--- config.mk ---
export PLATFORM = sky130hd
export DESIGN_NAME = tx_ibuf_rdr
export DESIGN_NICKNAME = d
export VERILOG_FILES = /design/src/rtl/tx_ibuf_rdr_pkg.sv /design/src/rtl/tx_ibuf_ofifo.sv /design/src/rtl/tx_ibuf_rdr.sv
export SDC_FILE = /design/constraint.sdc
export NUM_CORES = 1
export LEC_CHECK = 0
export ABC_AREA = 0
export BUFFER_PORTS_ARGS = -buffer_cell sky130_fd_sc_hd__buf_2
export CAP_MARGIN = 10
export CORE_ASPECT_RATIO = 0.9
export CORE_MARGIN = 3
export CORE_UTILIZATION = 58
export CTS_BUF_LIST = sky130_fd_sc_hd__clkbuf_4 sky130_fd_sc_hd__clkbuf_8 sky130_fd_sc_hd__clkbuf_16
export CTS_CLUSTER_DIAMETER = 50
export DETAILED_ROUTE_END_ITERATION = 16
export HOLD_SLACK_MARGIN = 0.06
export PLACE_DENSITY_LB_ADDON = 0.15
export SETUP_SLACK_MARGIN = 0.02
export SYNTH_ARGS = -nofsm -noshare
export SYNTH_HDL_FRONTEND = slang
export SYNTH_SLANG_ARGS = --single-unit
--- constraint.sdc ---
create_clock -name clk -period 4.2 [get_ports clk]
set_clock_uncertainty 0.2 [all_clocks]
set_input_delay 0.21 -clock clk [delete_from_list [all_inputs] [get_ports clk]]
set_output_delay 0.21 -clock clk [all_outputs]
set_load 0.01 [all_outputs]
--- src/rtl/tx_ibuf_rdr_pkg.sv ---
`default_nettype none
// ============================================================================
// Module   : tx_ibuf_rdr_pkg
// Brief    : Shared constants, FSM encoding and read-tag type for the TX
//            internal-buffer reader.
// Revision : 1.0 - initial release
// ============================================================================
package tx_ibuf_rdr_pkg;

  // Header word layout: byte length lives in the low 16 bits
  localparam int LEN_LSB      = 0;
  localparam int LEN_MSB      = 15;
  localparam int OFIFO_DEPTH  = 4;
  localparam int READ_LATENCY = 2;
  // tdata(64) + tkeep(8) + tlast(1)
  localparam int OFIFO_W      = 73;
  // Packet-end values waiting for their tlast handshake
  localparam int END_SLOTS    = 2;

  typedef enum logic [1:0] {
    IDLE = 2'd0,
    HDR  = 2'd1,
    DATA = 2'd2
  } rdr_state_e;

  // Attributes travelling alongside an outstanding buffer read
  typedef struct packed {
    logic       vld;
    logic       hdr;
    logic       last;
    logic [7:0] keep;
  } rd_tag_t;

  // Byte enables for the final word of a packet given len[2:0]
  function automatic logic [7:0] last_keep(input logic [2:0] tail);
    return (tail == 3'd0) ? 8'hFF : 8'((9'd1 << tail) - 9'd1);
  endfunction

endpackage
`default_nettype wire

--- src/rtl/tx_ibuf_ofifo.sv ---
`default_nettype none
// ============================================================================
// Module   : tx_ibuf_ofifo
// Brief    : Small synchronous output FIFO holding {tdata, tkeep, tlast}.
//            Registered output; a simultaneous push into an empty FIFO is
//            visible the following cycle.
// Revision : 1.0 - initial release
// ============================================================================
module tx_ibuf_ofifo
  import tx_ibuf_rdr_pkg::*;
#(
  parameter int W     = OFIFO_W,
  parameter int DEPTH = OFIFO_DEPTH
) (
  input  logic                         clk,
  input  logic                         reset,
  input  logic                         push,
  input  logic [W-1:0]                 din,
  input  logic                         pop,
  output logic [W-1:0]                 dout,
  output logic                         empty,
  output logic [$clog2(DEPTH+1)-1:0]   count
);

  localparam int IDX_W = $clog2(DEPTH);
  localparam int CNT_W = $clog2(DEPTH+1);

  logic [W-1:0]     mem_q [DEPTH];
  logic [W-1:0]     mem_d [DEPTH];
  logic [IDX_W-1:0] wr_idx_q, wr_idx_d;
  logic [IDX_W-1:0] rd_idx_q, rd_idx_d;
  logic [CNT_W-1:0] count_q, count_d;

  // Next-state for storage, indices and occupancy
  always_comb begin
    mem_d    = mem_q;
    wr_idx_d = wr_idx_q;
    rd_idx_d = rd_idx_q;
    count_d  = count_q;
    if (push) begin
      mem_d[wr_idx_q] = din;
      wr_idx_d        = wr_idx_q + IDX_W'(1);
    end
    if (pop) begin
      rd_idx_d = rd_idx_q + IDX_W'(1);
    end
    case ({push, pop})
      2'b10:   count_d = count_q + CNT_W'(1);
      2'b01:   count_d = count_q - CNT_W'(1);
      default: count_d = count_q;
    endcase
  end

  // Index/occupancy registers; reset flushes the FIFO
  always_ff @(posedge clk) begin
    if (reset) begin
      wr_idx_q <= '0;
      rd_idx_q <= '0;
      count_q  <= '0;
    end else begin
      wr_idx_q <= wr_idx_d;
      rd_idx_q <= rd_idx_d;
      count_q  <= count_d;
    end
  end

  // Storage needs no reset: entries are only read after being written
  always_ff @(posedge clk) begin
    mem_q <= mem_d;
  end

  assign dout  = mem_q[rd_idx_q];
  assign empty = (count_q == '0);
  assign count = count_q;

endmodule
`default_nettype wire

--- src/rtl/tx_ibuf_rdr.sv ---
`default_nettype none
// ============================================================================
// Module   : tx_ibuf_rdr
// Brief    : Fetches length-prefixed packets from the TX internal buffer,
//            hides the 2-cycle read latency behind a credit-controlled
//            output FIFO, streams them as AXI4-Stream and releases buffer
//            space on each tlast handshake.
// Revision : 1.0 - initial release
// ============================================================================
module tx_ibuf_rdr
  import tx_ibuf_rdr_pkg::*;
#(
  parameter int AW = 10,
  parameter int DW = 64
) (
  input  logic          clk,
  input  logic          reset,
  input  logic [AW:0]   wr_ptr,
  output logic [AW:0]   rd_ptr,
  output logic [AW-1:0] dpra,
  input  logic [DW-1:0] qdpo,
  output logic [63:0]   m_axis_tdata,
  output logic [7:0]    m_axis_tkeep,
  output logic          m_axis_tvalid,
  output logic          m_axis_tlast,
  input  logic          m_axis_tready,
  output logic          hdr_err
);

  localparam int CNT_W = $clog2(OFIFO_DEPTH+1);
  // Enough for nwords of a 65535-byte packet (8192)
  localparam int REM_W = 14;

  rdr_state_e                     state_q, state_d;
  logic [AW:0]                    fetch_ptr_q, fetch_ptr_d;
  logic [AW:0]                    rd_ptr_q, rd_ptr_d;
  logic [AW-1:0]                  dpra_q, dpra_d;
  logic [REM_W-1:0]               remaining_q, remaining_d;
  logic [2:0]                     tail_q, tail_d;
  logic [END_SLOTS-1:0][AW:0]     end_q, end_d;
  logic [1:0]                     end_cnt_q, end_cnt_d;
  rd_tag_t [READ_LATENCY-1:0]     pipe_q, pipe_d;
  logic                           hdr_err_q, hdr_err_d;

  logic [AW:0]        avail;
  logic [15:0]        hdr_len;
  logic [REM_W-1:0]   nwords;
  logic [AW:0]        pkt_end;
  rd_tag_t            issue_tag;
  rd_tag_t            ret_tag;
  logic [CNT_W-1:0]   inflight;
  logic [CNT_W-1:0]   fifo_count;
  logic               credit_ok;
  logic               issue;
  logic               end_push;
  logic               fifo_empty;
  logic               fifo_push;
  logic               fifo_pop;
  logic               last_hs;
  logic [OFIFO_W-1:0] fifo_dout;

  assign avail   = wr_ptr - fetch_ptr_q;
  assign hdr_len = qdpo[LEN_MSB:LEN_LSB];
  assign nwords  = REM_W'(({1'b0, hdr_len} + 17'd7) >> 3);
  // fetch_ptr already points one past the header while in HDR
  assign pkt_end = fetch_ptr_q + (AW+1)'(nwords);
  assign ret_tag = pipe_q[READ_LATENCY-1];

  // Count data reads still travelling through the RAM pipeline
  always_comb begin
    inflight = '0;
    for (int i = 0; i < READ_LATENCY; i++) begin
      if (pipe_q[i].vld && !pipe_q[i].hdr) inflight = inflight + CNT_W'(1);
    end
  end

  // Every outstanding read has a reserved FIFO slot, so pushes never overflow
  assign credit_ok = (fifo_count + inflight) < CNT_W'(OFIFO_DEPTH);

  // Fetch FSM: header fetch, length decode, data read issue
  always_comb begin
    state_d     = state_q;
    fetch_ptr_d = fetch_ptr_q;
    dpra_d      = dpra_q;
    remaining_d = remaining_q;
    tail_d      = tail_q;
    hdr_err_d   = 1'b0;
    end_push    = 1'b0;
    issue       = 1'b0;
    issue_tag   = '0;
    case (state_q)
      IDLE: begin
        // Hold off a new header while both packet-end slots are occupied
        if ((avail != '0) && (end_cnt_q < 2'(END_SLOTS))) begin
          issue         = 1'b1;
          issue_tag.vld = 1'b1;
          issue_tag.hdr = 1'b1;
          state_d       = HDR;
        end
      end
      HDR: begin
        if (ret_tag.vld && ret_tag.hdr) begin
          if (hdr_len == 16'd0) begin
            hdr_err_d = 1'b1;
            state_d   = IDLE;
          end else begin
            remaining_d = nwords;
            tail_d      = hdr_len[2:0];
            end_push    = 1'b1;
            state_d     = DATA;
          end
        end
      end
      DATA: begin
        if ((avail != '0) && credit_ok) begin
          issue          = 1'b1;
          issue_tag.vld  = 1'b1;
          issue_tag.last = (remaining_q == REM_W'(1));
          issue_tag.keep = issue_tag.last ? last_keep(tail_q) : 8'hFF;
          remaining_d    = remaining_q - REM_W'(1);
          if (remaining_q == REM_W'(1)) state_d = IDLE;
        end
      end
      default: state_d = IDLE;
    endcase
    if (issue) begin
      fetch_ptr_d = fetch_ptr_q + (AW+1)'(1);
      dpra_d      = fetch_ptr_q[AW-1:0];
    end
  end

  // Tag shift register mirrors the RAM's read latency
  always_comb begin
    pipe_d = {pipe_q[READ_LATENCY-2:0], issue_tag};
  end

  // Packet-end queue and release pointer
  always_comb begin
    end_d     = end_q;
    end_cnt_d = end_cnt_q;
    rd_ptr_d  = rd_ptr_q;
    if (last_hs) begin
      rd_ptr_d  = end_q[0];
      end_d[0]  = end_q[1];
      end_cnt_d = end_cnt_q - 2'd1;
    end
    if (end_push) begin
      end_d[end_cnt_d[0]] = pkt_end;
      end_cnt_d           = end_cnt_d + 2'd1;
    end
  end

  // State registers; reset discards everything in flight
  always_ff @(posedge clk) begin
    if (reset) begin
      state_q     <= IDLE;
      fetch_ptr_q <= '0;
      rd_ptr_q    <= '0;
      dpra_q      <= '0;
      remaining_q <= '0;
      tail_q      <= '0;
      end_q       <= '0;
      end_cnt_q   <= '0;
      pipe_q      <= '0;
      hdr_err_q   <= 1'b0;
    end else begin
      state_q     <= state_d;
      fetch_ptr_q <= fetch_ptr_d;
      rd_ptr_q    <= rd_ptr_d;
      dpra_q      <= dpra_d;
      remaining_q <= remaining_d;
      tail_q      <= tail_d;
      end_q       <= end_d;
      end_cnt_q   <= end_cnt_d;
      pipe_q      <= pipe_d;
      hdr_err_q   <= hdr_err_d;
    end
  end

  assign fifo_push = ret_tag.vld && !ret_tag.hdr;
  assign fifo_pop  = m_axis_tvalid && m_axis_tready;
  assign last_hs   = fifo_pop && m_axis_tlast;

  tx_ibuf_ofifo #(
    .W     (OFIFO_W),
    .DEPTH (OFIFO_DEPTH)
  ) u_ofifo (
    .clk   (clk),
    .reset (reset),
    .push  (fifo_push),
    .din   ({qdpo, ret_tag.keep, ret_tag.last}),
    .pop   (fifo_pop),
    .dout  (fifo_dout),
    .empty (fifo_empty),
    .count (fifo_count)
  );

  assign m_axis_tdata  = fifo_dout[OFIFO_W-1:9];
  assign m_axis_tkeep  = fifo_dout[8:1];
  assign m_axis_tlast  = fifo_dout[0];
  assign m_axis_tvalid = !fifo_empty;
  assign rd_ptr        = rd_ptr_q;
  assign dpra          = dpra_q;
  assign hdr_err       = hdr_err_q;

endmodule
`default_nettype wire

==> results of run 1 <==
==> report_power, final <==
group          leakage, nW  total, mW  internal (mW)  switching [mW]
combinational         2.85       2.35           1.04            1.31
sequential            3.51       4.69           4.52           0.169
clock                0.676       3.59           2.15            1.44
==> worst min-delay path by stage <==
| stage | startpoint | to | cells past startpoint |
|---|---|---|---|
| 2_1_floorplan | qdpo[18] | u_ofifo.mem_q[100]$_DFFE_PP_ | 0 |
| 3_3_place_gp | pipe_d[11]$_SDFF_PP0_ | pipe_q[11]$_SDFF_PP0_ | 1 |
| 3_5_place_dp | pipe_d[15]$_SDFF_PP0_ | pipe_q[15]$_SDFF_PP0_ | 1 |
| 4_1_cts | qdpo[56] | u_ofifo.mem_q[284]$_DFFE_PP_ | 2 |
| 5_1_grt | qdpo[55] | u_ofifo.mem_q[137]$_DFFE_PP_ | 2 |
| 6_report | qdpo[55] | u_ofifo.mem_q[137]$_DFFE_PP_ | 2 |
==> routing by layer <==
layer	global-route usage, %	vias to the layer above	wire (um)
met3	3.63	52	2030
met1	32.8	4782	14800
li1	-	4544	-
met2	36.8	321	16500
met4	6.40	0	663
met5	0	-	0
==> flip-flops by register name (all words and copies together), names as in the netlist <==
signal	cells
remaining_q	14
u_ofifo.wr_idx_q	2
u_ofifo.mem_q	292
state_q	2
u_ofifo.count	3
pipe_q	11
hdr_err	1
tail_q	3
rd_ptr	11
dpra	10
fetch_ptr_q	11
pipe_d	11
u_ofifo.rd_idx_q	2
end_q	22
end_cnt_q	2
==> cell families (layout without fill, tap and decap cells) <==
kind of cell	after synthesis	count (layout)
AOI/OAI and AO/OA	132	132
xor gates and xnor gates	39	39
adders and majority gates	34	34
buffers and inverters	75	359
DFF	397	397
muxes	113	113
and+or+nand+nor	263	263
==> worst register-to-register path, stage by stage, from the launching register on <==
cell,delay (ns)
dfxtp_1,0.42
inv_1,0.11
ha_1,0.36
a21oi_1,0.26
o22ai_1,0.12
or4_2,0.54
mux2i_1,0.18
or4_1,0.12
or4_1,0.35
nand2_1,0.31
or4_2,0.70
a21oi_1,0.15
==> area by class of cell <==
cell class                      instances  area [um^2]
Timing Repair Buffer                  264         1720
Tap cell                              354          443
Inverter                               24         90.1
Multi-Input combinational cell        581         4920
Clock inverter                         18          179
Clock buffer                           53         1160
Fill cell                            1868         7780
Sequential cell                       397        10900
==> layout by cell type, fill, tap and decap left out, types with 3 or more instances in the layout <==
cell type and instances:
nand2_1 61, dlygate4sd3_1 66, clkinv_1 5, a211oi_1 12, clkinv_2 6, mux2_2 5, o31ai_1 4, a21oi_1 58
clkbuf_16 43, o21ai_0 13, mux2i_1 34, nor4_1 7, clkbuf_4 8, or3_1 5, nor2b_1 18, buf_4 26
nor2_1 92, nand4_1 7, and3_1 7, xnor2_1 26, mux4_2 73, or2_2 4, nor3_1 22, and2_4 4
bufinv_16 3, dfxtp_1 103, o21ai_2 3, nand2b_1 5, inv_1 24, o22ai_1 3, ha_1 32, nand3_1 16
edfxtp_1 292, xor2_1 12, buf_2 172, a31oi_1 7, and2_1 3, a21o_1 4, o21ai_1 7, or4_1 4
==> stage by stage <==
stage	cells	util [%]
4_1_cts	1691	71.4
2_1_floorplan	1053	-
3_3_place_gp	1554	64.0
3_5_place_dp	1554	64.0
5_1_grt	1691	71.4
6_report	1691	71.4
==> timing repair <==
action | in CTS | in global routing
hold endpoints to repair | 299 | 0
resized for setup | 0 | 0
endpoints found under the setup margin | 0 | 0
hold buffers | 66 | 0
==> summary.md, run 1 <==
| Metric | Value |
|---|---|
| Largest family of logic cells by synthesized area | `multiplexers` |
| Crit path launch type | `flip-flop` |
| Via-to-Cell Ratio | `5.74` |
| Total negative slack | `0 ns` |
| Drt first pass iters | `5` |
| Synthesized area per cell | `15.3 um^2` |
| Hold Slack | `0.222 ns` |
| Slowest stage delay, CP | `0.70 ns` |
| Post-synthesis compound-gate area fraction | `5.18%` |
| Starting Density | `59.2%` |
| Slowest-stage cell, CP | `or4_2` |
| Worst Setup Path Type | `flip-flop to flip-flop` |
| Yosys synthesis warning count | `0` |
| Core ar. | `27200 um^2` |
| Yosys reg bits | `397` |
| # rows | `57` |
| Clock root buffer | `clkbuf_16` |
| Vias in the first global route | `9653` |
| Slew Viols, Final | `0` |
| Postcts setup bufs | `0` |
| Post-synthesis simple-gate area fraction | `7.69%` |
| Ant diodes | `0` |
| Detailed Route WL | `34000 um` |
| Crit Reg-Reg Startpoint | `fetch_ptr_q[5]$_SDFFE_PP0P_` |
| DP Wirelength | `21200 um` |
| Critical Path End | `fetch_ptr_q[10]$_SDFFE_PP0P_` |
| CTS tree | `yes` |
| Grt ovf | `0` |
| Commonest cells post-synth | `edfxtp_1 (292), dfxtp_1 (105), nor2_1 (92)` |
| Die Span X | `182 um` |
| FMAX | `257 MHz` |
| Reg2reg setup slack | `0.30 ns` |
| Tot GR Track Use | `22.8%` |
| Synth Area in Adders | `2.74%` |
| Ports | `174` |
| Worst-Margin Slew | `0.967 ns` |
| Via count | `9699` |
| R2R cell count | `11` |
| Clk buf depth | `3` |
| WP data required | `4.45 ns` |
| Critical path peak fanout | `11` |
| Top cell type by total area after synthesis | `edfxtp_1` |
| VDD IR max | `0.303 mV` |
| Async SR Flop Fraction | `0%` |
| Share of cells above drive strength 1 | `27.3%` |
| Post-Syn Area | `16100 um^2` |
| Worst relative slew slack | `35.5%` |
| CP Launch Point | `fetch_ptr_q[5]$_SDFFE_PP0P_` |
| Total CTS buffers | `42` |
| DRC viols | `0` |
| Initial DRC Count | `770` |
| Clock transition at path regs | `0.06 ns` |
| Tmin final | `3.90 ns` |
| Tightest Hold Check Type | `primary input to flip-flop` |
| Critical path, cell by cell | `inv_1 -> ha_1 -> a21oi_1 -> o22ai_1 -> or4_2 -> mux2i_1 -> or4_1 -> or4_1 -> nand2_1 -> or4_2 -> a21oi_1` |
| Stages on the worst setup path | `11` |
| H-tree level count | `2` |
| Placer Congestion | `0.906` |
| Mux share of post-synthesis cell area | `12.8%` |
| Sink Count | `397` |
| Max_cap viols | `0` |
| Initial antenna violation count | `0` |
| Most frequent cell after synthesis | `edfxtp_1` |
| Syn Inst Count | `1053` |
| Post-DP Area | `17400 um^2` |
| Worst setup EP type | `flip-flop` |
| Port Buffers | `173` |
| RR Endpoint | `fetch_ptr_q[10]$_SDFFE_PP0P_` |
| Final hold violation count | `0` |
| Die H | `164 um` |
| Number of buffers and inverters on the critical path | `1` |
| Die ar. | `29800 um^2` |
| Top cell type's share of synthesized area | `54.5%` |
| Power Density | `548 nW/um^2` |
| Final instance area | `19400 um^2` |
| Layout net count | `1422` |
| Outcome | `finished, final reports clean` |
| Leak | `7.04 nW` |
| Crit path max-delay family | `simple AND/OR/NAND/NOR gates` |
| Final worst slack | `0.303 ns` |
| WP data arrival | `4.14 ns` |
| Synth area leaders | `edfxtp_1 (54%), dfxtp_1 (13%), mux4_2 (10%)` |
| WL per Instance | `20.1 um` |
| Worst skew pair latency | `0.53 ns` |
| Net count after synthesis | `1165` |
| DRT antenna net count | `0` |
| Top_reg_cell synth | `edfxtp_1` |
| Library cells used by synthesis | `63` |
| Fin crit share | `92.8%` |
| First-pass GRT wire length | `53300 um` |
| PnR Total Power | `10.6 mW` |
| Final Setup Violations | `0` |
| RSZ-0062 raised after global routing | `no` |
| Largest net degree at the start of global routing | `68` |
| XOR/XNOR Fraction of Synth Area | `2.17%` |
| DP Worst Slack | `0.405 ns` |
| P&R area growth vs syn | `20.5%` |
| Seq/Total Area, Yosys | `67.6%` |
| Post-synth EDFFs | `292` |
No activity file was read; power rests on OpenSTA's default activity.
==> run 2, diff against run 1 <==
--- a/config.mk
+++ b/config.mk
@@ -8,15 +8,18 @@
 export ABC_AREA = 0
 export BUFFER_PORTS_ARGS = -buffer_cell sky130_fd_sc_hd__buf_2
 export CAP_MARGIN = 10
+export CELL_PAD_IN_SITES_DETAIL_PLACEMENT = 1
+export CELL_PAD_IN_SITES_GLOBAL_PLACEMENT = 1
 export CORE_ASPECT_RATIO = 0.9
 export CORE_MARGIN = 3
-export CORE_UTILIZATION = 58
+export CORE_UTILIZATION = 49
 export CTS_BUF_LIST = sky130_fd_sc_hd__clkbuf_4 sky130_fd_sc_hd__clkbuf_8 sky130_fd_sc_hd__clkbuf_16
 export CTS_CLUSTER_DIAMETER = 50
 export DETAILED_ROUTE_END_ITERATION = 16
 export HOLD_SLACK_MARGIN = 0.06
 export PLACE_DENSITY_LB_ADDON = 0.15
 export SETUP_SLACK_MARGIN = 0.02
+export SLEW_MARGIN = 15
 export SYNTH_ARGS = -nofsm -noshare
 export SYNTH_HDL_FRONTEND = slang
 export SYNTH_SLANG_ARGS = --single-unit
==> summary.md, run 2 (synthesized netlist as in run 1, its figures left out) <==
| Metric | Value |
|---|---|
| Tmin final | `3.85 ns (-0.0468 ns)` |
| Power Density | `558 nW/um^2 (+1.8%)` |
| Core ar. | `32100 um^2 (+18%)` |
| DP Wirelength | `24300 um (+15%)` |
| WL met3 | `1510 um (-26%)` |
| Clock root buffer | `clkbuf_16` |
| Biggest register | `u_ofifo.mem_q` |
| Hold Path Stages | `2 (unchanged)` |
| Max_cap viols | `0 (unchanged)` |
| Crit path launch type | `flip-flop` |
| FMAX | `260 MHz (+1.2%)` |
| VDD IR max | `0.376 mV (+24%)` |
| Slew Viols, Final | `0 (unchanged)` |
| RR Endpoint | `fetch_ptr_q[10]$_SDFFE_PP0P_` |
| Worst skew pair latency | `0.54 ns (about the same)` |
| Worst Hold Launch | `qdpo[28]` |
| Via-to-Cell Ratio | `5.53 (-3.5%)` |
| Metal2 WL | `18400 um (+12%)` |
| Layout net count | `1429 (+0.49%)` |
| Largest regs | `u_ofifo.mem_q (292), end_q (22), remaining_q (14)` |
| R2R cell count | `11 (unchanged)` |
| Die ar. | `35100 um^2 (+18%)` |
| Leak | `7.12 nW (+1.1%)` |
| Ports | `174 (unchanged)` |
| Total negative slack | `0 ns (unchanged)` |
| DR top layer | `met4` |
| WP data required | `4.45 ns (about the same)` |
| Placer Congestion | `0.847 (-6.5%)` |
| H-tree level count | `2 (unchanged)` |
| Clock share of power | `35.0% (+1.2 points)` |
| Via count | `9783 (+0.87%)` |
| P&R area growth vs syn | `22.0%` |
| Critical path peak fanout | `11 (unchanged)` |
| Port Buffers | `173 (unchanged)` |
| Die H | `178 um (+8.5%)` |
| Share of cells above drive strength 1 | `28.1% (+0.83 points)` |
| Worst relative slew slack | `26.6% (-8.9 points)` |
| Tot GR Track Use | `21.2% (-1.6 points)` |
| Grt ovf | `0 (unchanged)` |
| Multi-input combinational cell area | `4920 um^2 (unchanged)` |
| Sw Share | `28.3% (+0.85 points)` |
| Sink Count | `397 (unchanged)` |
| Fin crit share | `91.7% (-1.1 points)` |
| Initial antenna violation count | `1 (+1)` |
| Worst Setup Path Type | `flip-flop to flip-flop` |
| Total CTS buffers | `44 (+4.8%)` |
| Postcts setup bufs | `0 (unchanged)` |
| Max reg flops | `292 (unchanged)` |
| Starting Density | `50.1% (-9.1 points)` |
| Vias in the first global route | `10200 (+6.1%)` |
| Hold buffer count at CTS | `66 (unchanged)` |
| First-pass GRT wire length | `58100 um (+9.0%)` |
| # rows | `62 (+8.8%)` |
| Commonest non-fill, non-tap cell in the layout | `edfxtp_1` |
| WL per Instance | `21.2 um (+5.2%)` |
| WP data arrival | `4.11 ns (-0.03 ns)` |
| RSZ-0062 raised after global routing | `no` |
| Worst-Margin Slew | `1.09 ns (+0.124 ns)` |
| Int Pwr | `7.85 mW (+1.8%)` |
| Tightest Hold Check Type | `primary input to flip-flop` |
| Initial DRC Count | `552 (-28%)` |
| Die Span X | `197 um (+8.5%)` |
| Detailed Route WL | `37500 um (+10%)` |
| Final hold violation count | `0 (unchanged)` |
| Power share of the sequential group | `43.1% (-1.0 points)` |
| Clock transition at path regs | `0.06 ns (about the same)` |
| Clk buf depth | `3 (unchanged)` |
| DRT antenna net count | `0 (unchanged)` |
| DRC viols | `0 (unchanged)` |
| Comb pwr share | `22.0% (about the same)` |
| Filler cell count | `3043 (+63%)` |
| Worst Hold Path EP | `u_ofifo.mem_q[256]$_DFFE_PP_` |
| CTS tree | `yes` |
| Layout Utilization | `61.1% (-10 points)` |
| Register area | `10900 um^2 (unchanged)` |
| Largest net degree at the start of global routing | `59 (-13%)` |
| Final Setup Violations | `0 (unchanged)` |
| Crit Reg-Reg Startpoint | `fetch_ptr_q[5]$_SDFFE_PP0P_` |
| Reg2reg setup slack | `0.35 ns (+0.05 ns)` |
| Outcome | `finished, final reports clean` |
| PostCTS Resize Cnt | `0 (unchanged)` |
| Wl on met1 | `16900 um (+14%)` |
| Drt first pass iters | `4 (-1)` |
| Worst setup EP type | `flip-flop` |
| Most frequent cells in the layout | `edfxtp_1 (292), buf_2 (172), dfxtp_1 (103)` |
| P_sw | `3.10 mW (+6.2%)` |
run 2: how the worst max path moves through the flow:
stage / start / to / cells after the start
finish: fetch_ptr_q[5]$_SDFFE_PP0P_ / fetch_ptr_q[10]$_SDFFE_PP0P_ / 11
global route: fetch_ptr_q[5]$_SDFFE_PP0P_ / fetch_ptr_q[10]$_SDFFE_PP0P_ / 11
CTS: fetch_ptr_q[5]$_SDFFE_PP0P_ / fetch_ptr_q[10]$_SDFFE_PP0P_ / 11
detailed placement: fetch_ptr_q[5]$_SDFFE_PP0P_ / fetch_ptr_q[10]$_SDFFE_PP0P_ / 11
global placement: fetch_ptr_q[5]$_SDFFE_PP0P_ / fetch_ptr_q[10]$_SDFFE_PP0P_ / 11
floorplan: fetch_ptr_q[2]$_SDFFE_PP0P_ / remaining_q[3]$_SDFFE_PP0P_ / 13
run 2: final cells by class:
type                            instances  area share (%)
Tap cell                              416            2.65
Inverter                               24           0.459
Clock buffer                           54            6.02
Sequential cell                       397            55.4
Timing Repair Buffer                  269            8.93
Clock inverter                         26            1.46
Multi-Input combinational cell        581            25.1
Antenna cell                            1          0.0127
run 2: layer usage:
layer  GRT usage [%]  vias up
li1                -     4556
met1            29.6     4970
met2            35.3      205
met3            3.44       52
met4            4.96        0
met5               0        -
run 2: critical path, cell delays in order, from the launching register on:
cell,delay (ns)
dfxtp_1,0.40
inv_1,0.11
ha_1,0.36
a21oi_1,0.27
o22ai_1,0.14
or4_2,0.56
mux2i_1,0.13
or4_1,0.11
or4_1,0.35
nand2_1,0.30
or4_2,0.70
a21oi_1,0.16
run 2: power groups by stage:
stage / Sequential, mW / Clock [mW] / Combinational (mW)
floorplan: 4.71 / 0 / 1.63
global placement: 4.78 / 0 / 2.31
detailed placement: 4.80 / 0 / 2.35
CTS: 4.72 / 3.92 / 2.42
global route: 4.75 / 4.09 / 2.63
finish: 4.72 / 3.83 / 2.41
run 2: through the flow:
step                power, mW  area [um^2]  setup slack [ns]  instances  hold slack [ns]
detailed placement       7.15        17500             0.392       1621            0.226
global route             11.5        19600            0.0397       1768            0.212
floorplan                6.34        16100             0.781       1053            0.109
CTS                      11.1        19600             0.368       1767            0.196
global placement         7.09        17500             0.515       1621            0.223
finish                   10.9        19600             0.350       1768            0.216
